[src/rtl/key_move_ctrl.sv]
// key_move_ctrl
//   Per-frame player movement controller. Samples the decoded key levels once
//   per VGA frame, steps a clamped (hpos, vpos) cursor on a first press and
//   again under auto-repeat while the key is held, and pulses shift_left /
//   shift_right to advance the object bank when a horizontal step lands.
//
// Ports
//   clk          in   system clock
//   rst          in   asynchronous reset, active-high
//   keys_pressed in   [0]=up [1]=left [2]=down [3]=right [4]=centre (levels)
//   frame_tick   in   single-cycle pulse, once per frame; keys sampled only here
//   game_over    in   level; freezes movement and forces the FSM idle
//   hpos, vpos   out  current cursor position (registered)
//   shift_left   out  1-cycle pulse: a left step changed hpos
//   shift_right  out  1-cycle pulse: a right step changed hpos
//   move_valid   out  1-cycle pulse: hpos or vpos changed
module key_move_ctrl #(
    parameter int unsigned HPOS_INIT    = 200,
    parameter int unsigned VPOS_INIT    = 200,
    parameter int unsigned HPOS_MIN     = 0,
    parameter int unsigned HPOS_MAX     = 639,
    parameter int unsigned VPOS_MIN     = 0,
    parameter int unsigned VPOS_MAX     = 479,
    parameter int unsigned STEP         = 4,
    parameter int unsigned REPEAT_DELAY = 15,
    parameter int unsigned REPEAT_RATE  = 3
) (
    input  logic       clk,
    input  logic       rst,
    input  logic [4:0] keys_pressed,
    input  logic       frame_tick,
    input  logic       game_over,
    output logic [9:0] hpos,
    output logic [9:0] vpos,
    output logic       shift_left,
    output logic       shift_right,
    output logic       move_valid
);

    typedef enum logic [1:0] {S_IDLE, S_HOLD, S_REPEAT} state_t;
    typedef enum logic [2:0] {D_NONE, D_UP, D_DOWN, D_LEFT, D_RIGHT} dir_t;

    localparam int unsigned CNT_MAX = (REPEAT_DELAY > REPEAT_RATE) ? REPEAT_DELAY : REPEAT_RATE;
    localparam int unsigned CNT_W   = $clog2(CNT_MAX) + 1;

    localparam logic [9:0]  HINIT   = 10'(HPOS_INIT);
    localparam logic [9:0]  VINIT   = 10'(VPOS_INIT);
    localparam logic [10:0] STEP_11 = 11'(STEP);
    localparam logic [10:0] HMIN_11 = 11'(HPOS_MIN);
    localparam logic [10:0] HMAX_11 = 11'(HPOS_MAX);
    localparam logic [10:0] VMIN_11 = 11'(VPOS_MIN);
    localparam logic [10:0] VMAX_11 = 11'(VPOS_MAX);

    // Decrement by STEP in 11 bits so the borrow is visible; clamp at lo.
    function automatic logic [9:0] step_dec(input logic [9:0] pos, input logic [10:0] lo);
        logic [10:0] p;
        logic [10:0] r;
        p = {1'b0, pos};
        r = p - STEP_11;
        if (p < lo + STEP_11) return lo[9:0];
        return r[9:0];
    endfunction

    // Increment by STEP in 11 bits so overflow past 1023 cannot wrap; clamp at hi.
    function automatic logic [9:0] step_inc(input logic [9:0] pos, input logic [10:0] hi);
        logic [10:0] s;
        s = {1'b0, pos} + STEP_11;
        if (s > hi) return hi[9:0];
        return s[9:0];
    endfunction

    state_t           state_q, state_d;
    dir_t             cur_dir_q, cur_dir_d;
    dir_t             dir, step_dir;
    logic [CNT_W-1:0] cnt_q, cnt_d;
    logic [9:0]       hpos_q, hpos_d, vpos_q, vpos_d;
    logic             sl_q, sl_d, sr_q, sr_d, mv_q, mv_d;
    logic             do_step;

    // Fixed priority: up > down > left > right (centre is handled separately).
    always_comb begin
        dir = D_NONE;
        if (keys_pressed[0])      dir = D_UP;
        else if (keys_pressed[2]) dir = D_DOWN;
        else if (keys_pressed[1]) dir = D_LEFT;
        else if (keys_pressed[3]) dir = D_RIGHT;
    end

    always_comb begin
        state_d   = state_q;
        cur_dir_d = cur_dir_q;
        cnt_d     = cnt_q;
        hpos_d    = hpos_q;
        vpos_d    = vpos_q;
        do_step   = 1'b0;
        step_dir  = D_NONE;

        if (frame_tick) begin
            if (game_over) begin
                // Dropping to IDLE makes the held key count as a new press later.
                state_d = S_IDLE;
            end else if (keys_pressed[4]) begin
                hpos_d  = HINIT;
                vpos_d  = VINIT;
                state_d = S_IDLE;
            end else if (dir == D_NONE) begin
                state_d = S_IDLE;
            end else if (state_q == S_IDLE || dir != cur_dir_q) begin
                do_step   = 1'b1;
                step_dir  = dir;
                cur_dir_d = dir;
                cnt_d     = CNT_W'(REPEAT_DELAY - 1);
                state_d   = S_HOLD;
            end else if (cnt_q == '0) begin
                do_step  = 1'b1;
                step_dir = cur_dir_q;
                cnt_d    = CNT_W'(REPEAT_RATE - 1);
                state_d  = S_REPEAT;
            end else begin
                cnt_d = cnt_q - 1'b1;
            end
        end

        if (do_step) begin
            case (step_dir)
                D_UP:    vpos_d = step_dec(vpos_q, VMIN_11);
                D_DOWN:  vpos_d = step_inc(vpos_q, VMAX_11);
                D_LEFT:  hpos_d = step_dec(hpos_q, HMIN_11);
                D_RIGHT: hpos_d = step_inc(hpos_q, HMAX_11);
                default: ;
            endcase
        end

        // Pulses only when a position actually moved; a clamped step is silent.
        sl_d = (step_dir == D_LEFT)  && (hpos_d != hpos_q);
        sr_d = (step_dir == D_RIGHT) && (hpos_d != hpos_q);
        mv_d = (hpos_d != hpos_q) || (vpos_d != vpos_q);
    end

    always_ff @(posedge clk or posedge rst) begin
        if (rst) begin
            state_q   <= S_IDLE;
            cur_dir_q <= D_NONE;
            cnt_q     <= '0;
            hpos_q    <= HINIT;
            vpos_q    <= VINIT;
            sl_q      <= 1'b0;
            sr_q      <= 1'b0;
            mv_q      <= 1'b0;
        end else begin
            state_q   <= state_d;
            cur_dir_q <= cur_dir_d;
            cnt_q     <= cnt_d;
            hpos_q    <= hpos_d;
            vpos_q    <= vpos_d;
            sl_q      <= sl_d;
            sr_q      <= sr_d;
            mv_q      <= mv_d;
        end
    end

    assign hpos        = hpos_q;
    assign vpos        = vpos_q;
    assign shift_left  = sl_q;
    assign shift_right = sr_q;
    assign move_valid  = mv_q;

endmodule
[config.mk]
export PLATFORM = sky130hd
export DESIGN_NAME = key_move_ctrl
export DESIGN_NICKNAME = d
export VERILOG_FILES = /design/src/rtl/key_move_ctrl.sv
export SDC_FILE = /design/constraint.sdc
export NUM_CORES = 1
export LEC_CHECK = 0
export ABC_CLOCK_PERIOD_IN_PS = 3620
export CAP_MARGIN = 20
export CORE_MARGIN = 2
export CORE_UTILIZATION = 58
export DETAILED_ROUTE_END_ITERATION = 6
export PLACE_DENSITY = 0.81
export SLEW_MARGIN = 20
export SYNTH_ARGS = -nofsm -noshare
export SYNTH_HDL_FRONTEND = slang
export SYNTH_SLANG_ARGS = --single-unit
[constraint.sdc]
create_clock -name clk -period 3.62 [get_ports clk]
set_input_delay 0.724 -clock clk [delete_from_list [all_inputs] [get_ports clk]]
set_output_delay 0.724 -clock clk [all_outputs]
set_load 0.005 [all_outputs]
Yosys cells after proc, flatten, opt, wreduce, memory -nomap -nowiden

Cells that the tools add are included.

Register bits after elaboration: 33
Bits in latches: 0
Bits in writable memories: 0
ROM bits: 0
Input port bits: 9
Word-level logic and storage cells: 91
Memories: 0

Add/subtract/negate cells: 5
Multipliers: 0
Div/mod/pow operators: 0
$lt $le $gt $ge: 4
Equal/unequal tests: 7
Shift operators: 0
Multiplexer cells: 53
Bitwise gates (word level): 3
Reduce and logical (&&, ||, !) cells: 11

Operators by type and width:

| cell                                                                          | number |
|---|---|
| 10-bit 2-to-1 mux                                                             | 16 |
| 10-bit case mux with 2 select lines                                           | 2 |
| 3-bit 2-to-1 mux                                                              | 10 |
| 10-bit by 3-bit adder with 11-bit output, second input constant               | 2 |
| 10-bit by 3-bit less-than comparator with 1-bit output, second input constant | 2 |
| 10-bit inequality test                                                        | 2 |
| 10-bit by 3-bit subtractor with 10-bit output, second input constant          | 2 |
| 1-bit 2-to-1 mux                                                              | 18 |
| 11-bit by 10-bit > comparator with 1-bit output, second input constant        | 1 |
| 11-bit by 9-bit > comparator with 1-bit output, second input constant         | 1 |
| 2-bit 2-to-1 mux                                                              | 5 |
| 5-bit 2-to-1 mux                                                              | 2 |
| 3-bit by 2-bit equality test with 1-bit output, second input constant         | 2 |
| 5-bit zero test                                                               | 1 |
| 5-bit AND reduction                                                           | 1 |
| 5-bit nonzero test                                                            | 1 |
| 5-bit by 1-bit subtractor with 5-bit output, second input constant            | 1 |
| 4-bit AND reduction                                                           | 1 |
| 3-bit by 1-bit equality test with 1-bit output, second input constant         | 1 |
| 3-bit equality test, second input constant                                    | 1 |
| 3-bit zero test                                                               | 1 |
| 3-bit inequality test                                                         | 1 |
| 1-bit inverter                                                                | 3 |
| 1-bit logical AND                                                             | 2 |
| other kinds (3)                                                               | 4 |

Longest topological paths before layout

Depth after elaboration: 19
Mapped depth: 12
Gate-level depth less buffers: 11

Worst setup path before layout

OpenSTA, ideal clock, no wires.

Path kind: input -> register
From: input port keys_pressed[1]
To: register mv_q (netlist: move_valid)
Setup time: 0.152 ns
Data arrival time: 3.370 ns
Required time: 3.468 ns
Path slack: 0.098 ns
Stages: 11
Cells stage by stage: or3_1 > a311oi_1 > o21a_1 > buf_6 > mux2_4 > a31o_1 > buf_6 > nor3b_1 > or4b_1 > a2111oi_2 > nand4_1

Word-level cells in the longest chain between the ends: 15

Ends and longest elaborated chain:

| element                                     | line | source |
|---|---|---|
| start: declaration                          | 30   | `input logic [4:0] keys_pressed,` |
| 3-bit 2-to-1 mux (*)                        | 85   | `else if (keys_pressed[1]) dir = D_LEFT;` |
| 3-bit 2-to-1 mux (*)                        | 84   | `else if (keys_pressed[2]) dir = D_DOWN;` |
| 3-bit 2-to-1 mux (*)                        | 83   | `if (keys_pressed[0]) dir = D_UP;` |
| 3-bit inequality test                       | 108  | `end else if (state_q == S_IDLE \|\| dir != cur_dir_q) begin` |
| 1-bit logical OR                            | 108  |  |
| 3-bit 2-to-1 mux                            | 108  |  |
| 3-bit 2-to-1 mux                            | 106  | `end else if (dir == D_NONE) begin` |
| 3-bit 2-to-1 mux                            | 102  | `end else if (keys_pressed[4]) begin` |
| 3-bit 2-to-1 mux                            | 99   | `if (game_over) begin` |
| 3-bit 2-to-1 mux                            | 98   | `if (frame_tick) begin` |
| 3-bit equality test (tied with other cells) | 125  | `case (step_dir)` |
| 10-bit case mux with 2 select lines         | 125  |  |
| 10-bit 2-to-1 mux                           | 124  | `if (do_step) begin` |
| 10-bit inequality test                      | 137  | `mv_d = (hpos_d != hpos_q) \|\| (vpos_d != vpos_q);` |
| 1-bit logical OR (*)                        | 137  |  |
| net mv_d                                    | 77   | `logic sl_q, sl_d, sr_q, sr_d, mv_q, mv_d;` |
| end signal: assignment                      | 158  | `mv_q <= mv_d;` |
| end: declaration                            | 77   |  |

Mark *: on every way through the listed nets, which the timed path passes. The rest lies on a longest branch.
A chain may end at the register's enable or synchronous reset.

Worst setup path in the final report

Same ends and word-level chain as after synthesis.

==> summary.md <==
| Metric | Value |
|---|---|
| P_int | between 0.8 and 0.9 mW |
| Latest clock arrival within the worst-skew pair | ~290 ps |
| Critical Path Fanout Max | 7 |
| P&R area growth vs syn | 32.37% |
| Die area | just over 6000 um2 |
| Sink Count | 33 |
| Mapped Area | between 3000 and 4000 um2 |
| Register area | between 800 and 900 um2 |
| Avg Cell Area, Syn | about 8 um2 |
| Layout cells sized above 1 | about a quarter |
| Dominant cells by area after synthesis | dfrtp_1, dfstp_2, o21ai_0, nand2_1, nor2_1 |
| Yosys warns | 0 |
| Hpwl dp | 7551 um |
| VDD IR max | around 0.24 mV |
| Switching share of power | roughly two fifths |
| Gate Count Post-Synth | 395 |
| TNS Setup | 0 ps |
| P_sw | roughly 0.56 mW |
| Hold Buf Count CTS | 0 |
| Die span in y | approximately 78 um |
| Minimum clock period | 3516 ps |
| Nets | ~500 |
| Worst-Margin Slew | approximately 810 ps |
| WS Path Type | in -> reg |
| Synth Flop Type | dfrtp_1 |
| CTS tree | yes |
| H-tree depth | 2 |
| Post-DRT Antenna Nets | 0 |
| DRC Markers | 0 |
| Seq/Total Area, Yosys | about a quarter |
| Crit path arrival time | 3670 ps |
| Final period util | 97.13% |
| FP Rows | 26 |
| Grt total ovfl | 0 |
| Most frequent cells in the layout | buf_4, nand2_1, clkdlybuf4s50_1 |
| Clock power frac | 19.9% |
| Share of the synthesized area in the top cell type | around a fifth |
| DR vias | between 3000 and 4000 |
| Maxcap violations | 0 |
| PD cells | around 330 nW/um2 |
| Largest net degree at the start of global routing | 34 |
| GR Util All Layers | 34.24% |
| Fin. Hold Viols | 0 |
| Hold WC Path Type | reg -> reg |
| Fmax | about 280 MHz |
| Multi-input gate area | roughly 2300 um2 |
| Post-synthesis register bit count | 33 |
| Skew final | between 3 and 4 ps |
| Critical Path Source Type | input pin |
| Post-synth EDFFs | 0 |
| Syn nets | between 400 and 500 |
| Starting Density | approximately three fifths |
| Final wirelength | about 11000 um |
| Met2 WL post-DR | 4778 um |
| Detail Route met3 WL | approximately 930 um |
| Status | finished clean |
| Ys async rst share | 100.0% |
| Worst-path clk slew | ~70 ps |
| Clock Tree Buf Depth | 2 |
| Final max-slew violation count | 0 |
| Core area | 5172 um2 |
| Cell taking the most area after synthesis | dfrtp_1 |
| Commonest non-fill, non-tap cell in the layout | buf_4 |
| Comb power frac | between 40% and 50% |
| Netlist cell types | 76 |
| DR WL/cell | about 19 um |
| Layout filler cell count | roughly 330 |
| Buffers on Ports | 31 |
| Top-Level Pins | 32 |
| Drt first pass iters | 5 |
| Vias/cell | just under 7 |
| Ant diodes | 0 |
| Critical Path RT | between 3000 and 4000 ps |
| Leakage | ~1.6 nW |
| Final setup fails | 0 |
| Final Wtd Congestion | roughly 1 |
| CP endpoint kind | register |
| Power share of the sequential group | roughly 38% |
| CTS Root Buffer Type | clkbuf_8 |
| Final core occ | around 81% |
| Vias in the first global route | 3367 |
| Drt initial violations | 611 |
| Cts bufs inserted | 5 |
| Antenna violations before repair | 0 |
| Max layer used | met4 |
| Die W | 77.79 um |
| M1 wire length | roughly 4500 um |
| Slew margin rel. | between 40% and 50% |
| First-pass GRT wire length | between 15000 and 20000 um |
cell type report:
| class | count | area share, % |
|---|---|---|
| Clock buffer | 6 | 1.736 |
| Clock inverter | 2 | 0.2394 |
| Inverter | 14 | 1.257 |
| Multi-Input combinational cell | 328 | 55.04 |
| Sequential cell | 33 | 19.93 |
| Tap cell | 70 | 2.095 |
| Timing Repair Buffer | 99 | 19.69 |
power groups by stage:
stage | registers [mW] | clock network [mW] | logic (mW)
4_1_cts | 0.522 | 0.280 | 0.551
5_1_grt | 0.537 | 0.296 | 0.641
3_3_place_gp | 0.524 | 0 | 0.537
3_5_place_dp | 0.528 | 0 | 0.547
2_1_floorplan | 0.485 | 0 | 0.346
6_report | 0.527 | 0.278 | 0.591
per-layer routing:
layer | vias up | GRT usage, %
met2 | 247 | 54.22
li1 | 1695 | -
met4 | 0 | 8.214
met3 | 55 | 6.279
met1 | 1756 | 48.28
met5 | - | 0
metrics by stage:
| step | hold WS (ps) | instance area (um2) | instances | total power [mW] | worst slack, ps |
|---|---|---|---|---|---|
| 5_1_grt | 560.1 | 4180 | 552 | 1.473 | -36.95 |
| 3_3_place_gp | 505.5 | 3926 | 540 | 1.060 | -202.2 |
| 6_report | 530.7 | 4180 | 552 | 1.396 | 104.0 |
| 4_1_cts | 529.9 | 4015 | 548 | 1.354 | 10.73 |
| 2_1_floorplan | 471.0 | 3158 | 395 | 0.8315 | 98.12 |
| 3_5_place_dp | 513.1 | 3926 | 540 | 1.075 | -336.6 |
worst paths after layout:
path,start,cells after the start,to,slack (ps)
max,keys_pressed[1],12,move_valid,100
min,cur_dir_q[1],1,cur_dir_q[1],530
max reg2reg,vpos[3],10,move_valid,270
min reg2reg,cur_dir_q[1],1,cur_dir_q[1],530
max in group asynchronous,rst,3,hpos[7],2440
min in group asynchronous,rst,3,state_q[1],830
Yosys cell counts, types with 10 or more instances:
| master | n |
|---|---|
| dfrtp_1 | 27 |
| nor3_1 | 17 |
| clkbuf_1 | 12 |
| nor2b_1 | 10 |
| nor2_1 | 30 |
| o211ai_1 | 10 |
| nand2_1 | 37 |
| nand3_1 | 16 |
| o21ai_0 | 28 |
| inv_1 | 14 |
| a21oi_1 | 21 |
timing repair:
| action | 4_1_cts | 5_1_grt |
|---|---|---|
| pin swaps | 0 | 11 |
| resized for setup | 1 | 30 |
| buffers inserted | 0 | 4 |
| endpoints found under the setup margin | 1 | 3 |
flip-flops by register name, summed over array words and instances, names as in the netlist:
| register | count |
|---|---|
| hpos | 10 |
| vpos | 10 |
| cnt_q | 5 |
| cur_dir_q | 3 |
| state_q | 2 |
| move_valid | 1 |
| shift_left | 1 |
| shift_right | 1 |
critical path: stages:
cell and delay, ps:
clkdlybuf4s50_1 430, buf_4 170, or4_4 530, buf_4 160, nand4b_1 110, mux2i_1 110
buf_4 180, buf_4 150, a2111oi_2 510, nor3_4 120, a2111oi_4 360, nand4_1 120
kinds of logic after synthesis:
logic type	share of synthesized area, %
flip-flops	26.39
AND/OR/NAND/NOR	29.95
buffers and inverters	5.150
adder cells (fa/ha/maj)	3.170
multiplexers	1.426
XOR/XNOR	1.941
AO/OA/AOI/OAI	31.97
Note: power is estimated with default switching activity, not from simulation.
